$ cat config.mk
export PLATFORM = sky130hd
export DESIGN_NAME = fb_pattern_writer
export DESIGN_NICKNAME = d
export VERILOG_FILES = /design/src/rtl/fb_pattern_writer.sv
export SDC_FILE = /design/constraint.sdc
export NUM_CORES = 1
export LEC_CHECK = 0
export CAP_MARGIN = 5
export CORE_MARGIN = 4
export CORE_UTILIZATION = 38
export CTS_CLUSTER_DIAMETER = 100
export DETAILED_ROUTE_END_ITERATION = 6
export GPL_ROUTABILITY_DRIVEN = 0
export PLACE_DENSITY = 0.66
export SLEW_MARGIN = 20
export SYNTH_ARGS = -nofsm -noshare
export SYNTH_HDL_FRONTEND = slang
export SYNTH_SLANG_ARGS = --single-unit
export TNS_END_PERCENT = 30
$ cat constraint.sdc
create_clock -name sys_clk -period 3.35 [get_ports sys_clk]
set_input_delay 0.335 -clock sys_clk [delete_from_list [all_inputs] [get_ports sys_clk]]
set_output_delay 0.335 -clock sys_clk [all_outputs]
set_load 0.02 [all_outputs]
$ cat src/rtl/fb_pattern_writer.sv
//------------------------------------------------------------------------------
// fb_pattern_writer : Avalon-MM write master filling one HDISP x VDISP frame
//                     buffer with a selectable test pattern per start pulse.
// Revision: 1.0
//------------------------------------------------------------------------------
`default_nettype none

module fb_pattern_writer #(
    parameter int          HDISP     = 800,
    parameter int          VDISP     = 480,
    parameter logic [31:0] BASE_ADDR = 32'h0000_0000,
    parameter int          GRID      = 16
) (
    input  logic        sys_clk,
    input  logic        sys_rst_n,
    input  logic        start,
    input  logic [1:0]  pattern,
    input  logic [23:0] solid_rgb,
    output logic        busy,
    output logic        done,
    output logic [31:0] avm_address,
    output logic        avm_write,
    output logic [31:0] avm_writedata,
    output logic [3:0]  avm_byteenable,
    input  logic        avm_waitrequest
);

    typedef enum logic [1:0] {
        S_IDLE  = 2'd0,
        S_WRITE = 2'd1,
        S_DONE  = 2'd2
    } state_t;

    localparam int          BAR_W     = (HDISP / 8 > 0) ? HDISP / 8 : 1;
    localparam logic [15:0] X_LAST    = 16'(HDISP - 1);
    localparam logic [15:0] Y_LAST    = 16'(VDISP - 1);
    localparam logic [15:0] BAR_LAST  = 16'(BAR_W - 1);
    localparam logic [15:0] GRID_MASK = 16'(GRID - 1);

    state_t      state_q, state_d;
    logic [15:0] x_q, x_d;
    logic [15:0] y_q, y_d;
    logic [2:0]  bar_q, bar_d;
    logic [15:0] bar_cnt_q, bar_cnt_d;
    logic [31:0] addr_q, addr_d;
    logic [23:0] data_q, data_d;
    logic [1:0]  pat_q, pat_d;
    logic [23:0] rgb_q, rgb_d;

    logic        accept;
    logic        last_pix;
    logic [15:0] x_nxt;
    logic [15:0] y_nxt;
    logic [2:0]  bar_nxt;
    logic [15:0] bar_cnt_nxt;

    function automatic logic [23:0] pixel(
        input logic [1:0]  pat,
        input logic [23:0] rgb,
        input logic [15:0] x,
        input logic [15:0] y,
        input logic [2:0]  bar
    );
        logic [23:0] c;
        case (pat)
            2'd0: begin
                case (bar)
                    3'd0:    c = 24'hFFFFFF;
                    3'd1:    c = 24'hFFFF00;
                    3'd2:    c = 24'h00FFFF;
                    3'd3:    c = 24'h00FF00;
                    3'd4:    c = 24'hFF00FF;
                    3'd5:    c = 24'hFF0000;
                    3'd6:    c = 24'h0000FF;
                    default: c = 24'h000000;
                endcase
            end
            2'd1:    c = (((x & GRID_MASK) == 16'd0) || ((y & GRID_MASK) == 16'd0)) ?
                         24'hFFFFFF : 24'h000000;
            2'd2:    c = {x[7:0], y[7:0], x[7:0] ^ y[7:0]};
            default: c = rgb;
        endcase
        return c;
    endfunction

    // Raster advance; the bar index follows a per-line counter instead of x/BAR_W.
    always_comb begin
        x_nxt       = x_q + 16'd1;
        y_nxt       = y_q;
        bar_nxt     = bar_q;
        bar_cnt_nxt = bar_cnt_q + 16'd1;
        if (x_q == X_LAST) begin
            x_nxt       = 16'd0;
            y_nxt       = y_q + 16'd1;
            bar_nxt     = 3'd0;
            bar_cnt_nxt = 16'd0;
        end else if (bar_cnt_q == BAR_LAST) begin
            bar_cnt_nxt = 16'd0;
            bar_nxt     = (bar_q == 3'd7) ? 3'd7 : bar_q + 3'd1;
        end
    end

    always_comb begin
        state_d   = state_q;
        x_d       = x_q;
        y_d       = y_q;
        bar_d     = bar_q;
        bar_cnt_d = bar_cnt_q;
        addr_d    = addr_q;
        data_d    = data_q;
        pat_d     = pat_q;
        rgb_d     = rgb_q;
        accept    = (state_q == S_WRITE) && !avm_waitrequest;
        last_pix  = (x_q == X_LAST) && (y_q == Y_LAST);

        case (state_q)
            S_IDLE: begin
                if (start) begin
                    pat_d     = pattern;
                    rgb_d     = solid_rgb;
                    x_d       = 16'd0;
                    y_d       = 16'd0;
                    bar_d     = 3'd0;
                    bar_cnt_d = 16'd0;
                    addr_d    = BASE_ADDR;
                    data_d    = pixel(pattern, solid_rgb, 16'd0, 16'd0, 3'd0);
                    state_d   = S_WRITE;
                end
            end
            S_WRITE: begin
                if (accept) begin
                    addr_d = addr_q + 32'd4;
                    if (last_pix) begin
                        state_d = S_DONE;
                    end else begin
                        x_d       = x_nxt;
                        y_d       = y_nxt;
                        bar_d     = bar_nxt;
                        bar_cnt_d = bar_cnt_nxt;
                        data_d    = pixel(pat_q, rgb_q, x_nxt, y_nxt, bar_nxt);
                    end
                end
            end
            S_DONE: begin
                state_d = S_IDLE;
            end
            default: begin
                state_d = S_IDLE;
            end
        endcase
    end

    always_ff @(posedge sys_clk or negedge sys_rst_n) begin
        if (!sys_rst_n) begin
            state_q   <= S_IDLE;
            x_q       <= 16'd0;
            y_q       <= 16'd0;
            bar_q     <= 3'd0;
            bar_cnt_q <= 16'd0;
            addr_q    <= BASE_ADDR;
            data_q    <= 24'd0;
            pat_q     <= 2'd0;
            rgb_q     <= 24'd0;
        end else begin
            state_q   <= state_d;
            x_q       <= x_d;
            y_q       <= y_d;
            bar_q     <= bar_d;
            bar_cnt_q <= bar_cnt_d;
            addr_q    <= addr_d;
            data_q    <= data_d;
            pat_q     <= pat_d;
            rgb_q     <= rgb_d;
        end
    end

    // Outputs decode straight from the state flop so reset drops avm_write at once.
    assign avm_write      = (state_q == S_WRITE);
    assign busy           = (state_q == S_WRITE);
    assign done           = (state_q == S_DONE);
    assign avm_address    = addr_q;
    assign avm_writedata  = {8'h00, data_q};
    assign avm_byteenable = 4'hF;

endmodule

`default_nettype wire

======== Word-level counts from Yosys, hierarchy flattened ========
Cells that the tools add are included.
operators by class
  $add $sub $neg .......................... 5
  multiply operators ...................... 0
  divide/modulo/power cells ............... 0
  order comparisons ....................... 0
  equal/unequal tests ..................... 21
  shift operators ......................... 0
  muxes and demuxes ....................... 36
  bitwise operators ....................... 1
  reductions and logical operators ........ 17
operator list
  cell                     number
  $mux W16                 11
  $pmux W24 S7             1
  $mux W24                 4
  $pmux W16 S2             3
  $pmux W24 S2             2
  $pmux W24 S3             1
  $mux W32                 2
  $pmux W32 S2             1
  $add A16 B1 Y16 const B  3
  $add A32 B3 Y32 const B  1
  $logic_not A16 Y1        2
  $mux W3                  6
  $eq A16 B10 Y1 const B   1
  $eq A16 B7 Y1 const B    1
  $eq A16 B9 Y1 const B    1
  $eq A3 B3 Y1 const B     4
  $xor A8 B8 Y8            1
  $eq A2 B1 Y1 const B     3
  $eq A2 B2 Y1 const B     3
  $eq A3 B2 Y1 const B     2
  $logic_not A2 Y1         3
  $mux W2                  3
  $ne A2 B1 Y1 const B     3
  $pmux W3 S2              1
  other kinds (14)         17
storage, ports and cells
  register bits ........................... 135
  latch bits .............................. 0
  bits in writable memories ............... 0
  ROM bits ................................ 0
  input port bits ......................... 30
  memories ................................ 0

======== Longest topological paths before layout ========
Gate-level depths: netlist of run 1.
  depth in word-level cells ............... 10
  gate-level depth with buffers ........... 11
  mapped depth without buffers ............ 7

======== Least setup slack after synthesis of run 1 ========
OpenSTA, ideal clock, no wires.
  path kind ............................... reg-to-reg
  start point ............................. register x_q[0]
  end point ............................... register data_q[12]
  arrival time ............................ 2.201 ns
  slack ................................... 1.014 ns
  stages on the path, launching flop included .. 11
  clock period less this slack ............ 2.336 ns
  path through ............................ dfrtp_1 -> ha_1 -> buf_2 -> nor4bb_1 -> and4_1 -> buf_2 -> buf_4 -> nand4_1 -> xnor2_1 -> a211oi_1 -> a21oi_1
between the ends
  cells in the longest elaborated chain, start to end .. 9
  elaborated cells on any way between the ends .. 24
  those cells by class .................... 1 x add/sub; 8 x eq/ne; 9 x mux; 6 x reduce/logical
RTL lines
  what                                                      line         source
  from (decl)                                               41           logic [15:0] x_q, x_d;
  from (signal assigned)                                    156          x_q <= 16'd0;
  from (signal assigned)                                    166          x_q <= x_d;
  $add A16 B1 Y16 / $eq A16 B10 Y1 (equally long branches)  88, 92, 114
  $mux W16                                                  92           if (x_q == X_LAST) begin
  $logic_not A16 Y1                                         78           2'd1: c = (((x & GRID_MASK) == 16'd0) || ((y & GRID_MASK) == 16'd0)) ?
  $logic_or A1 B1 Y1                                        78
  $mux W24                                                  78
  $pmux W24 S3                                              65           case (pat)
  $mux W24                                                  133          if (last_pix) begin
  $mux W24                                                  131          if (accept) begin
  $pmux W24 S2                                              116          case (state_q)
  to (signal assigned)                                      171          data_q <= data_d;
  to (decl)                                                 46           logic [23:0] data_q, data_d;
Several ways; a longest one is shown, not always the timed one. The select of a mux whose other input is x is not followed.
A chain may end at the register's enable or synchronous reset.

======== Final worst setup path of run 1 ========
  start point ............................. register x_q[0]
  end point ............................... register bar_cnt_q[3]
between the ends
  cells in the longest elaborated chain, start to end .. 5
  elaborated cells on any way between the ends .. 8
  those cells by class .................... 2 x eq/ne; 4 x mux; 2 x reduce/logical
RTL lines
  what                  line     source
  $eq A16 B10 Y1 *      92, 114
  $mux W16              92
  $mux W16              133
  $mux W16              131
  $pmux W16 S2          116
  to (signal assigned)  169      bar_cnt_q <= bar_cnt_d;
  to (decl)             44       logic [15:0] bar_cnt_q, bar_cnt_d;
Mark *: on every way between the ends. The rest lies on a longest branch, timed or not. The select of a mux whose other input is x is not followed.

==> run_results.csv, run 1 <==
group,metric,value,unit
placement,port_buffers,86,
clocking,cts-root-buf,"clkbuf_16",
yosys,synth_top_family_by_area,"simple AND/OR/NAND/NOR gates",
clocking,cts_setup_buffers,0,
timing,finalSetupViolCount,0,
yosys,netlist.area_leader.share,44.1,%
timing,fmax,333,MHz
worst_setup_path,crit_slowest_cell,"and4_1",
pwr,power.density,599,mW/mm^2
pwr,leakage,3.71,nW
die,start_util,38.7,%
yosys,yosysSeqAreaShare,44.1,%
global_route,grt_pass1_vias,6432,
worst_setup_path,reg2reg_to,"bar_cnt_q[3]$_DFFE_PN0P_",
timing,rsz0062_at_grt,"no",
yosys,ys.flop_type,"dfrtp_1",
yosys,yosys.area.top_type,"dfrtp_1",
global_route,gr-usage-all-layers,18.6,%
yosys,yosys-top-cells-count,"dfrtp_1 (133), nand2_1 (131), o21ai_0 (95), nor2_1 (70), clkbuf_1 (32)",
timing,period_needed,3010,ps
clocking,hold_buffers,0,
finish,layout.nets,958,
die,die_area,0.0222,sq mm
route,wl_per_cell,17.1,microns
pwr,power_frac_seq,39.2,%
outcome,status,"finished, final reports clean",
clocking,clk_pin_slew,60,ps
pwr,power_frac_comb,26.4,%
die,die_width,149,microns
worst_setup_path,crit_type,"reg -> reg",
yosys,synthesis.area,0.00755,sq mm
worst_setup_path,end_kind,"register",
pwr,swShare,33.5,%
yosys,yosys_warnings,0,
yosys,synth_xor_area_share,4.41,%
timing,fin_crit_sh,89.7,%
clocking,clock-sinks,133,
pwr,p_sw,0.00186,W
yosys,synthArstFlopShare,100,%
timing,hold_viol_final,0,
hold_path,hp-class,"in -> async",
yosys,synth_mux_area_share,4.79,%
route,drtPass1Iterations,5,
worst_setup_path,crit_arrival,3310,ps
worst_setup_path,cp-start-kind,"register",
die,rows,51,
clocking,clock_path_buffers,2,
finish,num_antenna_cells,0,
die,die_h,149,microns
finish,synthToLayoutAreaGrowth,22.6,%
pwr,p_int,0.00368,W
timing,tns,0,ps
clocking,ctsResizeCount,0,
worst_setup_path,r2r-start,"x_q[0]$_DFFE_PN0P_",
route,via_count,6721,
yosys,yosys.area_share.adder,0.829,%
finish,design_area,0.00926,sq mm
placement,place_area,0.00865,sq mm
yosys,synth_area_leaders,"dfrtp_1 (44%), nand2_1 (6.5%), o21ai_0 (6.3%)",
timing,slew_viol_final,0,
yosys,yosysUniqueCellTypes,62,
global_route,overflow,0,
clocking,cts_tree,"done",
finish,drive_above_1_share,9.62,%
yosys,netlist_instances,855,
route,drc_errors,0,
die,io_pins,101,
flow_run,drv_cap,0,
pwr,peakVddDrop,0.384,mV
clocking,clk_latency,420,ps
yosys,synth_most_common_cell,"dfrtp_1",
yosys,synthSimpleGateAreaFrac,21.8,%
clocking,htreeDepth,4,
route,drtAntennaViolNets,0,
yosys,synth.avg_cell_area,8.83,sq um
timing,maxSlewHeadroom,44.2,%
global_route,antenna_found_initial,0,
global_route,grt_pass1_wl,33.6,mm
yosys,synth-seq-cells,133,
worst_setup_path,cp_num_buf_inv,1,
worst_setup_path,worstPathRequired,3650,ps
pwr,clkPwrFrac,34.5,%
timing,finClkSkew,8.46,ps
timing,worst_pin_slew,838,ps
yosys,synth_compound_area_share,18.9,%
worst_setup_path,r2r_setup_slack,340,ps
die,core_region_area,0.0195,sq mm
worst_setup_path,critPathTopFamily,"simple AND/OR/NAND/NOR gates",
global_route,grt_max_degree,88,
route,drt_iter0_drc,565,
yosys,synth_edf_count,0,
worst_setup_path,slowest_delay,510,ps
worst_setup_path,critPathMaxFanout,50,
worst_setup_path,r2r_cells,8,
route,viasPerCell,5.60,
worst_setup_path,crit_chain,"ha_1, nor4bb_1, and4_1, a41o_2, buf_12, nor2_1, nand4_1, o21ai_1",
placement,dpl.hpwl,13.6,mm
clocking,cts_buffers,17,
route,finalWirelength,20.6,mm
-- routing by layer --
| layer | global-route usage [%] | vias up | part of all wire [%] |
|---|---|---|---|
| met2 | 29.8 | 217 | 47 |
| met4 | 3.89 | 0 | 0.73 |
| met1 | 26.2 | 3282 | 46 |
| met5 | 0 | - | 0 |
| met3 | 3.98 | 14 | 5.9 |
| li1 | - | 3208 | - |
-- layout make-up --
class	instances	area, sq um
Multi-Input combinational cell	654	3900
Inverter	11	41.3
Fill cell	1883	10300
Tap cell	265	332
Clock inverter	13	150
Sequential cell	133	3330
Timing Repair Buffer	106	1050
Clock buffer	19	453
-- stage by stage --
| stage | total power, W | cells | util (%) | hold WS (ps) | worst slack [ps] |
|---|---|---|---|---|---|
| final | 0.00554 | 1201 | 47.4 | 0.897 | 344 |
| after global routing | 0.00581 | 1201 | 47.4 | 77.5 | 138 |
| after global placement | 0.00362 | 1169 | 44.3 | 478 | 483 |
| after floorplan | 0.00300 | 867 | - | 39.4 | 1010 |
| after CTS | 0.00557 | 1201 | 47.4 | 38.2 | 377 |
| after detailed placement | 0.00364 | 1169 | 44.3 | 484 | 407 |
-- worst max-delay path by stage --
stage	startpoint	endpoint	cells after the start	slack [ps]
after floorplan	x_q[0]$_DFFE_PN0P_	data_q[12]$_DFFE_PN0P_	10	1010
after detailed placement	x_q[0]$_DFFE_PN0P_	bar_cnt_q[3]$_DFFE_PN0P_	8	410
final	x_q[0]$_DFFE_PN0P_	bar_cnt_q[3]$_DFFE_PN0P_	8	340
after global routing	x_q[0]$_DFFE_PN0P_	bar_cnt_q[3]$_DFFE_PN0P_	8	140
after global placement	x_q[0]$_DFFE_PN0P_	bar_cnt_q[3]$_DFFE_PN0P_	8	480
after CTS	x_q[0]$_DFFE_PN0P_	bar_cnt_q[3]$_DFFE_PN0P_	8	380
-- sequential cells by signal, summed over array words and instances (netlist names) --
signal and count:
pat_q 2, avm_address 30, bar_q 3, rgb_q 24, y_q 16, data_q 24
state_q 2, x_q 16, bar_cnt_q 16
-- worst register-to-register path: stages, from the launching register on --
cell and delay, ps:
dfrtp_1 460, ha_1 360, nor4bb_1 400, and4_1 510
a41o_2 490, buf_12 290, nor2_1 180, nand4_1 140
o21ai_1 60
-- cells by family after synthesis --
group / after synthesis
AOI/OAI and AO/OA: 226
other: 2
DFF: 133
xor gates and xnor gates: 38
and+or+nand+nor: 338
buffers and inverters: 80
muxes: 33
adders and majority gates: 5
-- cell usage in the layout, fill, tap and decap left out, types with 8 or more instances in the layout --
cell,instances
nand2_1,131
nor3_1,10
mux2i_1,8
o22ai_1,9
clkbuf_16,17
nor4_1,8
nor2_1,69
a21oi_1,25
buf_4,17
nand4_1,22
o31ai_1,10
a21boi_0,10
o221ai_1,13
a31oi_1,13
nand3_1,31
conb_1,14
xnor2_1,16
and3_1,9
dfrtp_1,133
mux2_2,25
clkdlybuf4s50_1,85
xor2_1,22
inv_1,11
a211oi_1,10
or3_1,12
o21ai_0,95
-- power by group through the flow --
stage / Combinational, W / Sequential, W / Clock [W]
after floorplan: 0.000752 / 0.00225 / 0
after global placement: 0.00145 / 0.00218 / 0
after detailed placement: 0.00146 / 0.00218 / 0
after CTS: 0.00147 / 0.00216 / 0.00193
after global routing: 0.00159 / 0.00221 / 0.00201
final: 0.00146 / 0.00217 / 0.00191
(Power assumes the default switching activity.)
==> run 2, diff against run 1 <==
- CORE_MARGIN: 4 -> 2
==> run 2 against run 1 <==
Global-route usage up 0.92 points. Core utilization rose by 0.48 points. Wire length down 2.0%. Fmax decreased by 0.86%. Largest cell class unchanged. Highest routed layer unchanged.
==> run_results.csv, run 2 (synthesis results as in run 1) <==
group,metric,value,unit
route,drt_iter0_drc,555,
die,core_region_area,0.0195,sq mm
finish,layout.nets,961,
timing,rsz0062_at_grt,"no",
pwr,peakVddDrop,0.368,mV
clocking,clock-sinks,133,
clocking,cts_buffers,17,
finish,fillers,1842,
clocking,clock_path_buffers,2,
worst_setup_path,critPathMaxFanout,28,
timing,finClkSkew,8.37,ps
finish,layout_commonest_cell,"dfrtp_1",
route,drtPass1Iterations,5,
timing,fin_crit_sh,90.5,%
outcome,status,"finished, final reports clean",
finish,drive_above_1_share,9.80,%
flow_run,drv_cap,0,
route,via_count,6707,
worst_setup_path,r2r_cells,7,
clocking,htreeDepth,4,
route,wl_per_cell,16.7,microns
clocking,cts_tree,"done",
clocking,clk_pin_slew,60,ps
placement,port_buffers,86,
finish,largest_register_ffs,30,
pwr,power.density,608,mW/mm^2
clocking,cts_setup_buffers,0,
global_route,use_met2,30.8,%
global_route,grt_pass1_wl,33.7,mm
route,drtAntennaViolNets,0,
timing,period_needed,3030,ps
die,die_h,145,microns
hold_path,hp-class,"in -> async",
worst_setup_path,r2r-start,"x_q[0]$_DFFE_PN0P_",
die,die_width,145,microns
placement,dp.cells,1171,
global_route,antenna_found_initial,0,
timing,finalSetupViolCount,0,
timing,tns,0,ps
worst_setup_path,r2r_setup_slack,320,ps
clocking,ctsResizeCount,0,
placement,dpl.hpwl,13.7,mm
finish,synthToLayoutAreaGrowth,23.4,%
global_route,use_met3,4.28,%
finish,num_antenna_cells,0,
worst_setup_path,crit_type,"reg -> reg",
global_route,gr-usage-met1,27.4,%
timing,worst_pin_slew,679,ps
global_route,grt_pass1_vias,6388,
worst_setup_path,cp-start-kind,"register",
pwr,leakage,3.75,nW
timing,hold_viol_final,0,
clocking,cts-root-buf,"clkbuf_16",
clocking,clk_latency,430,ps
die,die_area,0.0210,sq mm
worst_setup_path,reg2reg_to,"data_q[9]$_DFFE_PN0P_",
die,rows,51,
global_route,gr-usage-all-layers,19.5,%
route,viasPerCell,5.57,
global_route,top_usage_layer,"met2",
die,start_util,38.8,%
timing,fmax,330,MHz
global_route,grt_max_degree,60,
worst_setup_path,worstPathRequired,3670,ps
finish,stdcell_count,1204,
finish,layout_common_cells,"dfrtp_1 (133), nand2_1 (131), o21ai_0 (95)",
timing,slew_viol_final,0,
pwr,p_total,0.00567,W
worst_setup_path,crit_arrival,3350,ps
timing,maxSlewHeadroom,54.7,%
die,io_pins,101,
route,finalWirelength,20.1,mm
route,drc_errors,0,
global_route,overflow,0,
worst_setup_path,end_kind,"register",
==> run 2: changes by cell type in the layout (fill, tap and decap cells not counted), sizes merged <==
| cell | previous run | this run |
|---|---|---|
| buf | 21 | 23 |
| bufinv | 2 | 4 |
| clkinv | 7 | 5 |
| clkbuf | 19 | 20 |
| clkinvlp | 2 | 1 |
| dlygate4sd3 | 0 | 1 |
==> run 2: how the worst max path moves through the flow <==
stage / startpoint / to / slack, ps / cells after the start
after floorplan: x_q[0]$_DFFE_PN0P_ / data_q[12]$_DFFE_PN0P_ / 1010 / 10
after global placement: x_q[0]$_DFFE_PN0P_ / x_q[11]$_DFFE_PN0P_ / 460 / 8
after detailed placement: x_q[0]$_DFFE_PN0P_ / data_q[9]$_DFFE_PN0P_ / 380 / 7
after CTS: x_q[0]$_DFFE_PN0P_ / data_q[9]$_DFFE_PN0P_ / 330 / 7
after global routing: x_q[0]$_DFFE_PN0P_ / x_q[11]$_DFFE_PN0P_ / 60 / 8
final: x_q[0]$_DFFE_PN0P_ / data_q[9]$_DFFE_PN0P_ / 320 / 7
==> run 2: power breakdown <==
group / total, W / switching (W) / internal [W]
logic: 0.00147 / 0.000813 / 0.000659
registers: 0.00216 / 0.000271 / 0.00189
clock network: 0.00204 / 0.000734 / 0.00130
==> run 2: stage by stage <==
stage / worst slack (ps) / cell area (sq um) / utilization [%] / hold WS (ps)
after global routing: 62.1 / 9320 / 47.9 / 519
after floorplan: 1010 / 7600 / - / 39.4
after global placement: 460 / 8670 / 44.5 / 359
after detailed placement: 376 / 8670 / 44.5 / 358
after CTS: 330 / 9320 / 47.9 / 487
final: 318 / 9320 / 47.9 / 465
==> run 2: per-layer routing <==
metal  vias to the layer above  wire length, microns
met4                         0                   278
met5                         -                     0
met2                       230                  9440
met3                        27                  1130
li1                       3211                     -
met1                      3239                  9290
==> run 2: repair_timing <==
item                       CTS  global route
hold endpoints to repair    57             0
hold buffers                 1             0
setup endpoints to repair    0             0
==> run 2: cell type report <==
class	count	area [sq um]	share of cell area, %
tap	265	332	3.56
clock inverter	12	174	1.87
sequential	133	3330	35.7
timing repair buffer	109	1070	11.5
inverter	11	41.3	0.443
clock buffer	20	467	5.01
multi-input combinational	654	3900	41.9
==> run 2: worst max-delay path: stages (launching register included) <==
cell and delay, ps:
dfrtp_1 450, ha_1 360, nor4bb_1 410, and4_1 510, a41o_2 500, buf_4 360, a211oi_1 90, a22o_1 220
==> run 3, diff against run 2 <==
- HOLD_SLACK_MARGIN: not set -> 0.05
==> results of run 3 <==
Same layout as run 2: the final DEF is identical, and so are final timing and power.
